<file path="src/rtl/decoder_scan_ctrl.sv">
// decoder_scan_ctrl: steps a 3-bit address through the eight lines of a
// 3-to-8 decoder at a programmable dwell rate, continuously or as one sweep.
// The decoder enables are held inactive whenever no scan is running.
module decoder_scan_ctrl #(
    parameter int PRESCALE_W = 8
) (
    input  logic                  clk,
    input  logic                  reset,
    input  logic                  start,
    input  logic                  stop,
    input  logic                  pause,
    input  logic                  dir,
    input  logic                  mode,
    input  logic [PRESCALE_W-1:0] div,
    output logic                  A,
    output logic                  B,
    output logic                  C,
    output logic                  G1,
    output logic                  G2AN,
    output logic                  G3BN,
    output logic                  busy,
    output logic                  done
);

    typedef enum logic [0:0] {
        ST_IDLE = 1'b0,
        ST_RUN  = 1'b1
    } state_t;

    state_t                state_q, state_d;
    logic [2:0]            addr_q, addr_d;
    logic [PRESCALE_W-1:0] cnt_q, cnt_d;
    logic [PRESCALE_W-1:0] div_q, div_d;
    logic                  dir_q, dir_d;
    logic                  mode_q, mode_d;
    logic                  done_q, done_d;
    logic                  last_addr;

    // Final address of a sweep depends on the latched direction.
    assign last_addr = dir_q ? (addr_q == 3'd0) : (addr_q == 3'd7);

    // Next-state logic: start/stop/pause handling, dwell counting and address stepping.
    always_comb begin
        state_d = state_q;
        addr_d  = addr_q;
        cnt_d   = cnt_q;
        div_d   = div_q;
        dir_d   = dir_q;
        mode_d  = mode_q;
        done_d  = 1'b0;
        case (state_q)
            ST_IDLE: begin
                if (start && !stop) begin
                    // Scan parameters are frozen for the whole run.
                    dir_d   = dir;
                    mode_d  = mode;
                    div_d   = div;
                    addr_d  = dir ? 3'd7 : 3'd0;
                    cnt_d   = '0;
                    state_d = ST_RUN;
                end
            end
            ST_RUN: begin
                if (stop) begin
                    state_d = ST_IDLE;
                end else if (pause) begin
                    state_d = ST_RUN;
                end else if (cnt_q != div_q) begin
                    cnt_d = cnt_q + 1'b1;
                end else begin
                    cnt_d = '0;
                    if (mode_q && last_addr) begin
                        // Single sweep finished: address stays on the final line.
                        state_d = ST_IDLE;
                        done_d  = 1'b1;
                    end else begin
                        addr_d = dir_q ? (addr_q - 3'd1) : (addr_q + 3'd1);
                    end
                end
            end
            default: state_d = ST_IDLE;
        endcase
    end

    // State and datapath registers; reset returns everything to its idle values.
    always_ff @(posedge clk) begin
        if (reset) begin
            state_q <= ST_IDLE;
            addr_q  <= 3'd0;
            cnt_q   <= '0;
            div_q   <= '0;
            dir_q   <= 1'b0;
            mode_q  <= 1'b0;
            done_q  <= 1'b0;
        end else begin
            state_q <= state_d;
            addr_q  <= addr_d;
            cnt_q   <= cnt_d;
            div_q   <= div_d;
            dir_q   <= dir_d;
            mode_q  <= mode_d;
            done_q  <= done_d;
        end
    end

    // Outputs come straight from flops, so they change only at clock edges.
    assign A    = addr_q[2];
    assign B    = addr_q[1];
    assign C    = addr_q[0];
    assign G1   = (state_q == ST_RUN);
    assign G2AN = (state_q != ST_RUN);
    assign G3BN = (state_q != ST_RUN);
    assign busy = (state_q == ST_RUN);
    assign done = done_q;

endmodule

</file>
<file path="config.mk">
export PLATFORM = sky130hd
export DESIGN_NAME = decoder_scan_ctrl
export DESIGN_NICKNAME = d
export VERILOG_FILES = /design/src/rtl/decoder_scan_ctrl.sv
export SDC_FILE = /design/constraint.sdc
export NUM_CORES = 1
export LEC_CHECK = 0
export BUFFER_PORTS_ARGS = -buffer_cell sky130_fd_sc_hd__buf_2
export CORE_MARGIN = 4
export CORE_UTILIZATION = 48
export DETAILED_ROUTE_END_ITERATION = 7
export HOLD_SLACK_MARGIN = 0.12
export PLACE_DENSITY = 0.8
export RECOVER_POWER = 100
export SLEW_MARGIN = 20
export SYNTH_ARGS = -nofsm -noshare
export SYNTH_HDL_FRONTEND = slang
export SYNTH_SLANG_ARGS = --single-unit
</file>
<file path="constraint.sdc">
create_clock -name clk -period 1.59 [get_ports clk]
set_input_delay 0.3975 -clock clk [delete_from_list [all_inputs] [get_ports clk]]
set_output_delay 0.3975 -clock clk [all_outputs]
set_load 0.03 [all_outputs]
</file>
==> impl_results.md, run 1 <==
* Synth area leader: dfxtp_1
* Layout Nets at approximately 190
* Yosys cell types at 33
* Post-Syn Nets at around 150
* Maximum root-to-sink buffer count at 2
* Maximum clock frequency at around 600 MHz
* Die area at ~3200 um2
* Max Cap Viol at 0
* Status: finished, violations left
* Worst-Margin Slew at between 200 and 300 ps
* Initial antenna violation count at 0
* Largest net degree at the start of global routing at 13
* # setup viols final at 3
* Root buffer cell: clkbuf_4
* Clock transition at path regs at 130 ps
* Tot GR Track Use at 17.0%
* Grt ovf at 0
* Min Clock Period, post-route at ~1700 ps
* Place WS at -219 ps
* RSZ-0062 raised after global routing: yes
* Worst setup SP type: register
* Delay of the slowest cell on the worst path at 410 ps
* EDFF count, synth at 0
* # rows at 17
* Hold_ws at 311 ps
* WP data required at 1810 ps
* Placed Instance Area at 1380 um2
* Post-Syn Instances at 135
* Failing checks: setup timing
* Sequential share of the synthesized area at 40.3%
* Total CTS buffers at 3
* Routed Antenna Nets at 0
* Post-synth top area share at between 40% and 50%
* DRC violations left at 0
* Pins Over Slew Limit at 0
* Slew HR at 82.2%
* CTS tree: done
* Slowest cell on crit path: fa_2
* Vias in the first global route at 1008
* Design Area, Final at 1460 um2
* Area Growth Syn to Fin at 27.5%
* FFs w/ async S/R, synth at 0%
* H-tree depth at 1
* Via count at roughly 1000
* Gpl congestion at 0.833
* Leak Pwr at around 0.66 nW
* Core Footprint at between 2000 and 2500 um2
* Crit-path cells: inv_1 -> fa_2 -> xnor2_2 -> xnor2_1 -> a21oi_1 -> mux2_4
* Synthesized area per cell at 8.47 um2
* Buffers added on ports at 22
* Critical path fanouts, max at 4
* Min-Delay Path Class: primary input to register
* DP HPWL at 1890 um
* Clk sinks at 23
* Final setup margin at -73.0 ps
* Synth cell count leaders: 24 x nand2_1, 23 x dfxtp_1, 14 x nor2_1, 14 x xor2_1, 13 x a21oi_1
* Die X-Extent at 56.8 um
* Most frequent cell after synthesis: nand2_1
* CP Class: register to register
* Clock Skew at roughly 9.4 ps
* # diodes at 0
* Final Hold Fails at 0
* Detailed Route WL at around 2700 um
* Seq cells post-synth at 23
* Total I/O pin count at 23
* Peak VDD IR at 575 uV
* Fillers at roughly 190
* Top post-synthesis cells by area: dfxtp_1 40%, xor2_1 11%, nand2_1 7.9%, a21oi_1 5.7%, nor2_1 4.6%
* Iter 0 DRT Violations at 34
* Predominant post-synthesis flop cell: dfxtp_1
* Initial core utilization at between 50 and 60%
* Die Y at about 57 um
* DR WL/cell at 13.4 um
* Crit path DAT at 1880 ps
* Final period util at 105%
* CP endpoint kind: register
* Syn Std Cell Area at 1140 um2
* Post-layout util at 65.3%
* Vias per inst at 5.27
* Share of cells above drive strength 1 at 35.1%
* First-pass GRT wire length at about 4400 um
* Drt pass-1 iters at 4
* Pwr dens at 779 nW/um2
* Skew-Pair Late Insertion Delay at 310 ps
* Yosys warning total at 0
* Hold-fix buffers, CTS at 0
## final cells by class
class / count / area (um2) / share of cell area, %
Timing Repair Buffer: 39 / 238 / 16.3
Sequential cell: 23 / 470 / 32.3
Clock buffer: 4 / 26.3 / 1.80
Tap cell: 28 / 35.0 / 2.40
Inverter: 6 / 22.5 / 1.55
Multi-Input combinational cell: 99 / 666 / 45.7
## sequential cells by signal, indices dropped and copies added, names as in the netlist
register	cells
G1	1
done	1
dir_q	1
addr_q	3
cnt_q	8
mode_q	1
div_q	8
## placed cells by master (no fill, tap or decap), types with 2 or more instances in the layout
cell type and count:
nand2_1 24, buf_2 22, dfxtp_1 17, buf_4 17
nor2_1 14, xor2_1 14, a21oi_1 13, inv_1 6
dfxtp_2 5, nand4_1 5, clkbuf_4 3, nor4_2 2
xnor2_1 2, o211ai_1 2, or4_1 2, and3_1 2
## routing by layer
layer | GRT usage (%) | routed length [um] | part of all wire [%] | vias up
met4 | 7.62 | 36 | 1.3 | 0
met2 | 27.6 | 1370 | 51 | 28
li1 | - | - | - | 525
met3 | 2.53 | 125 | 4.7 | 4
met5 | 0 | 0 | 0 | -
met1 | 22.3 | 1140 | 43 | 492
## power by group
| group | switching [W] | total (W) | internal, W |
|---|---|---|---|
| Combinational | 0.000135 | 0.000240 | 0.000105 |
| Sequential | 0.0000228 | 0.000622 | 0.000599 |
| Clock | 0.000175 | 0.000273 | 0.0000979 |
| Total | 0.000333 | 0.00114 | 0.000802 |
## timing repair
action / 4_1_cts / 5_1_grt
buffers inserted: 1 / 0
resized for setup: 9 / 3
endpoints found under the setup margin: 12 / 13
cloned: 0 / 0
pin swaps: 5 / 0
## kinds of logic after synthesis
logic type / after synthesis / share of synthesized area (%)
DFF: 23 / 40.3
AOI/OAI and AO/OA: 21 / 11.2
xor gates and xnor gates: 17 / 13.0
muxes: 3 / 2.84
and+or+nand+nor: 56 / 23.7
adders and majority gates: 2 / 2.84
buffers and inverters: 13 / 6.13
## critical path, delay by kind of cell (launching register included)
| kind | cells | cell delay [ps] |
|---|---|---|
| compound gates | 1 | 90 |
| xor+xnor | 2 | 320 |
| fa+ha+maj | 1 | 410 |
| buf+inv | 1 | 80 |
| flops | 1 | 390 |
| mux | 1 | 260 |
## worst paths after layout
| path | start | endpoint | slack (ps) | depth (start not counted) |
|---|---|---|---|---|
| max | addr_q[1] | addr_q[2] | -70 | 6 |
| min reg2reg | div_q[6] | div_q[6] | 490 | 2 |
| max reg2reg | addr_q[1] | addr_q[2] | -70 | 6 |
| min | div[7] | div_q[7] | 310 | 3 |
## metrics by stage
step | std cells | total power [W] | setup TNS (ps)
2_1_floorplan | 135 | 0.000766 | -71.0
3_3_place_gp | 194 | 0.000836 | -123
3_5_place_dp | 194 | 0.000844 | -1080
4_1_cts | 199 | 0.00113 | -59.2
5_1_grt | 199 | 0.00119 | -1580
6_report | 199 | 0.00114 | -132
No activity file was read; power rests on OpenSTA's default activity.
==> run 2, diff against run 1 <==
--- a/config.mk
+++ b/config.mk
@@ -7,10 +7,11 @@
 export LEC_CHECK = 0
 export BUFFER_PORTS_ARGS = -buffer_cell sky130_fd_sc_hd__buf_2
 export CORE_MARGIN = 4
-export CORE_UTILIZATION = 48
+export CORE_UTILIZATION = 50
+export CTS_BUF_LIST = sky130_fd_sc_hd__clkbuf_2
 export DETAILED_ROUTE_END_ITERATION = 7
 export HOLD_SLACK_MARGIN = 0.12
-export PLACE_DENSITY = 0.8
+export PLACE_DENSITY = 0.83
 export RECOVER_POWER = 100
 export SLEW_MARGIN = 20
 export SYNTH_ARGS = -nofsm -noshare
==> run 2 against run 1 <==
Count of clock-buffer cells in the layout stayed put. Die area down 3.4%. Flip-flop and latch count is the same. Sequential power is 0.6% higher. Cell count grew 1.5%. Worst setup slack improved by 12 ps. Global-route usage grew 2.2 points. Utilization is 3.6 points higher. The flow still finishes with violations (setup timing).
==> impl_results.md, run 2 (synthesis results as in run 1) <==
* Hold Crit Depth at 3
* CTS tree: done
* Leak Pwr at between 0.6 and 0.7 nW
* DR WL/cell at between 10 and 15 um
* Worst reg2reg path startpoint: div_q[1]
* Die X-Extent at 55.8 um
* Highest layer used for signal routing: met4
* Place WS at -95.7 ps
* # setup viols final at 4
* Clk sinks at 23
* Crit path DAT at just under 2000 ps
* Internal power at 0.000797 W
* Root buffer cell: clkbuf_2
* Status: finished, violations left
* Buffers added on ports at 22
* Routed Antenna Nets at 0
* Critical path fanouts, max at 6
* Logic pwr share at 24.2%
* Grt ovf at 0
* Delay of the slowest cell on the worst path at roughly 520 ps
* Worst setup path endpoint: addr_q[0]
* Die Y at 55.8 um
* Skew-Pair Late Insertion Delay at 340 ps
* Switch share at 30.7%
* Worst setup SP type: register
* Failing checks: setup timing
* Final period util at 104%
* Largest net degree at the start of global routing at 18
* Commonest cells after routing, fill and taps aside: 23 x nand2_1, 22 x buf_2, 19 x buf_4
* Maximum clock frequency at between 600 and 700 MHz
* Area Growth Syn to Fin at 31.9%
* Slew HR at 78.2%
* Min Clock Period, post-route at 1650 ps
* Total negative setup slack at -146 ps
* Initial core utilization at ~52%
* Layout Nets at roughly 190
* Gpl congestion at 0.818
* Fillers at ~170
* H-tree depth at 1
* Crit path max-delay family: simple AND/OR/NAND/NOR gates
* Core Footprint at 2190 um2
* Critical path origin: div_q[1]
* Largest regs: cnt_q (8), div_q (8), addr_q (3)
* Die area at between 3000 and 4000 um2
* Worst-Margin Slew at 326 ps
* Iter 0 DRT Violations at 42
* Tot GR Track Use at 19.2%
* Max Cap Viol at 0
* Initial antenna violation count at 0
* Sequential Power Share at 54.4%
* Crit-path cells: xor2_1 -> nor4_2 -> nand2_2 -> or4_1 -> nand3_1
* R2R Setup Slk at -60 ps
* Worst reg2reg endpoint: addr_q[0]
* First-pass GRT wire length at between 4000 and 5000 um
* Commonest non-fill, non-tap cell in the layout: nand2_1
* Met3 WL post-DR at 142 um
* Worst path bufs/invs at 0
* Share of cells above drive strength 1 at 40.2%
* CP endpoint kind: register
* Placed Instance Area at 1380 um2
* Min-Delay Path Class: primary input to register
* DRC violations left at 0
* Met2 WL at 1460 um
* Via count at 1101
* Power, Total at 0.00115 W
* RSZ-0062 raised after global routing: yes
* CP Depth at 5
* CP Class: register to register
* Final setup margin at -60.7 ps
* Maximum root-to-sink buffer count at 2
* WP data required at approximately 1900 ps
* Clock power share at 21.4%
* Final Hold Fails at 0
* Slowest cell on crit path: or4_1
* Design Area, Final at 1510 um2
* Net Sw Power at 0.000353 W
* Detailed Route WL at 2920 um
* Vias in the first global route at approximately 1100
* Peak VDD IR at between 500 and 600 uV
* Total I/O pin count at 23
* Worst R2R Path Depth at 5
* Total CTS buffers at 3
* Drt pass-1 iters at 5
* Vias per inst at 5.45
* # rows at 17
* # diodes at 0
* M1 wire length at 1190 um
* Pwr dens at 762 nW/um2
* Clock Skew at 2.53 ps
* Clock transition at path regs at 210 ps
* DP HPWL at between 2000 and 2500 um
* Pins Over Slew Limit at 0
## run 2: cell count changes in the layout (fill, tap and decap cells not counted), moves of 2 or more
cell      previous run  this run
clkbuf_4             3         0
clkbuf_2             0         4
o21ai_2              1         3
buf_4               17        19
nor2_2               0         2
nor2_1              14        12
## run 2: worst min-delay path, cell delays in order
cell and delay [ps]:
buf_2 100, nand2_1 40, a21oi_1 50
## run 2: layout make-up
cell class | count | area, um2 | share of cell area (%)
multi-input cells | 99 | 696 | 46.1
flip-flops and latches | 23 | 472 | 31.3
repair buffers | 42 | 264 | 17.5
well taps | 28 | 35.0 | 2.32
inverters | 6 | 22.5 | 1.49
clock buffers | 4 | 20.0 | 1.33
## run 2: power groups by stage
stage                     Sequential [W]  Combinational, W  Clock [W]
after global placement          0.000631          0.000212          0
after floorplan                 0.000643          0.000123          0
after detailed placement        0.000632          0.000219          0
after CTS                       0.000622          0.000245   0.000240
after global routing            0.000629          0.000299   0.000276
final                           0.000626          0.000278   0.000246
## run 2: worst min-delay path by stage
stage,slack [ps],start,endpoint
after floorplan,430,mode_q,mode_q
after global placement,450,mode_q,mode_q
after detailed placement,460,mode_q,mode_q
after CTS,270,mode,mode_q
after global routing,250,div[5],div_q[5]
final,260,div[5],div_q[5]
## run 2: metal layers
metal | GRT usage, % | vias to the layer above
met1 | 22.6 | 514
met4 | 9.15 | 0
met2 | 33.1 | 39
li1 | - | 531
met5 | 0 | -
met3 | 4.18 | 17
## run 2: per-stage QoR
step	hold WS (ps)	cells	utilization [%]
2_1_floorplan	433	135	-
6_report	261	202	68.9
4_1_cts	268	201	66.2
3_3_place_gp	446	195	63.2
5_1_grt	253	202	68.9
3_5_place_dp	457	195	63.2
## run 2: repair_timing
| item | 4_1_cts | 5_1_grt |
|---|---|---|
| endpoints found under the hold margin | 0 | 0 |
| cloned | 0 | 0 |
| setup endpoints to repair | 7 | 15 |
| setup buffers | 2 | 1 |
| hold buffers | 0 | 0 |
| resized for setup | 13 | 8 |
| pin swaps | 2 | 4 |
==> run 3, diff against run 2 <==
--- a/config.mk
+++ b/config.mk
@@ -6,8 +6,11 @@
 export NUM_CORES = 1
 export LEC_CHECK = 0
 export BUFFER_PORTS_ARGS = -buffer_cell sky130_fd_sc_hd__buf_2
+export CELL_PAD_IN_SITES_DETAIL_PLACEMENT = 1
+export CELL_PAD_IN_SITES_GLOBAL_PLACEMENT = 2
+export CORE_ASPECT_RATIO = 2
 export CORE_MARGIN = 4
-export CORE_UTILIZATION = 50
+export CORE_UTILIZATION = 30
 export CTS_BUF_LIST = sky130_fd_sc_hd__clkbuf_2
 export DETAILED_ROUTE_END_ITERATION = 7
 export HOLD_SLACK_MARGIN = 0.12
==> run 3 against run 2 <==
Count of clock-buffer cells in the layout is 1 lower. The run still ends with setup timing left. Highest routed layer unchanged. Global-route usage is 6.3 points lower. Non-clock buffer count is 2 lower. Utilization is 28 points lower. Flip-flop and latch count stayed put. Via count is 5.4% lower. Critical path type unchanged.
==> impl_results.md, run 3 (synthesis results as in run 1) <==
* Buffers added on ports at 22
* Via count at 1042
* CTS tree: done
* Root buffer cell: clkbuf_2
* GRT met1 Usage at about 13%
* Skew-Pair Late Insertion Delay at 320 ps
* GR Layer Usage met2 at 25.6%
* Worst setup SP type: register
* CP Class: register to register
* Die area at roughly 4900 um2
* Total CTS buffers at 3
* Worst-Margin Slew at 313 ps
* Initial core utilization at 31.4%
* Hold Crit Start: div[2]
* Vias in the first global route at around 1100
* # diodes at 0
* H-tree depth at 1
* Clk sinks at 23
* Crit-path cells: xor2_1 -> nor4_2 -> nand2_2 -> or4_4 -> nand3_2
* Post-route insts no fill at 221
* WP data required at 1880 ps
* Iter 0 DRT Violations at 9
* Vias per inst at 4.71
* Peak VDD IR at 564 uV
* Min-Delay Path Class: primary input to register
* Worst reg2reg path startpoint: cnt_q[2]
* Share of cells above drive strength 1 at 38.4%
* Slowest cell on crit path: or4_4
* Layout Nets at 190
* Core Footprint at 3650 um2
* Final setup margin at -99.0 ps
* Commonest cells after routing, fill and taps aside: 23 x nand2_1, 22 x buf_2, 17 x buf_4
* Max Cap Viol at 0
* GR peak layer: met2
* Power, Total at 0.00110 W
* CP endpoint kind: register
* Maximum clock frequency at 592 MHz
* Critical path origin: cnt_q[2]
* Routed Antenna Nets at 0
* DP Cell Count at 216
* Met3 usage at 1.10%
* Largest regs: cnt_q (8), div_q (8), addr_q (3)
* Pins Over Slew Limit at 0
* Delay of the slowest cell on the worst path at approximately 550 ps
* Initial antenna violation count at 0
* DRC violations left at 0
* Drt pass-1 iters at 3
* Worst path bufs/invs at 0
* RSZ-0062 raised after global routing: yes
* Die Y at roughly 95 um
* Crit path max-delay family: simple AND/OR/NAND/NOR gates
* # setup viols final at 4
* # rows at 31
* Status: finished, violations left
* DP HPWL at approximately 2400 um
* DR WL/cell at 13.3 um
* Grt ovf at 0
* Failing checks: setup timing
* Final Hold Fails at 0
* Clock Skew at 3.67 ps
* Slew HR at 79.1%
* Hold-fix buffers, CTS at 0
* Clock transition at path regs at 220 ps
* Largest net degree at the start of global routing at 18
* Critical path fanouts, max at 5
* Die X-Extent at 51.7 um
* Min Clock Period, post-route at 1690 ps
* Leak Pwr at 0.676 nW
* Design Area, Final at 1490 um2
* Detailed Route WL at between 2000 and 3000 um
* Area Growth Syn to Fin at 30.1%
* Tot GR Track Use at 12.9%
* Crit path DAT at 1980 ps
* Maximum root-to-sink buffer count at 2
* Final period util at 106%
* Gpl congestion at 0.830
* Placed Instance Area at 1410 um2
* First-pass GRT wire length at 4910 um
* Pwr dens at 739 nW/um2
* Total I/O pin count at 23
* Commonest non-fill, non-tap cell in the layout: nand2_1
## run 3: cell types whose count changed in the layout (fill, tap and decap cells not counted), sizes merged
cell	delta
clkbuf	-1
buf	-2
clkinv	+1
## run 3: timing repair
item / in CTS / in global routing
setup endpoints to repair: 13 / 5
buffers inserted: 0 / 1
gates resized for setup: 6 / 9
gates cloned: 0 / 0
endpoints found under the hold margin: 0 / 0
pin swaps: 3 / 4
## run 3: worst min-delay path: stages
cell and delay, ps:
buf_2 90, nand2_1 40, a21oi_1 50
## run 3: final cells by class
type / instances / area, um2
Fill cell: 466 / 2160
Multi-Input combinational cell: 99 / 662
Sequential cell: 23 / 473
Timing Repair Buffer: 40 / 249
Tap cell: 49 / 61.3
Inverter: 6 / 22.5
Clock buffer: 3 / 15.0
Clock inverter: 1 / 5.00
## run 3: path summary, 6_finish.rpt
path         slack, ps  depth (start not counted)   endpoint
max reg2reg       -100                          5  addr_q[0]
max               -100                          5  addr_q[0]
min reg2reg        490                          2   div_q[2]
min                270                          3   div_q[2]
## run 3: layer usage
metal  vias to the layer above  routed length [um]
met5                         -                   0
met4                         0                  24
met3                         2                  57
met2                        15                1740
met1                       501                1130
li1                        524                   -
## run 3: metrics by stage
stage / util [%] / hold slack [ps] / setup slack (ps) / TNS, ps
global route: 40.8 / 241 / -169 / -1140
detailed placement: 38.7 / 468 / -230 / -745
global placement: 38.7 / 460 / -177 / -560
finish: 40.8 / 269 / -99.0 / -175
CTS: 39.7 / 257 / -142 / -355
floorplan: - / 433 / -71.0 / -71.0
## run 3: power by group
group,switching [W],leakage (nW),internal (W)
Sequential,0.0000236,0.191,0.000601
Combinational,0.000133,0.469,0.000108
Clock,0.000177,0.0164,0.0000571
Total,0.000334,0.676,0.000766
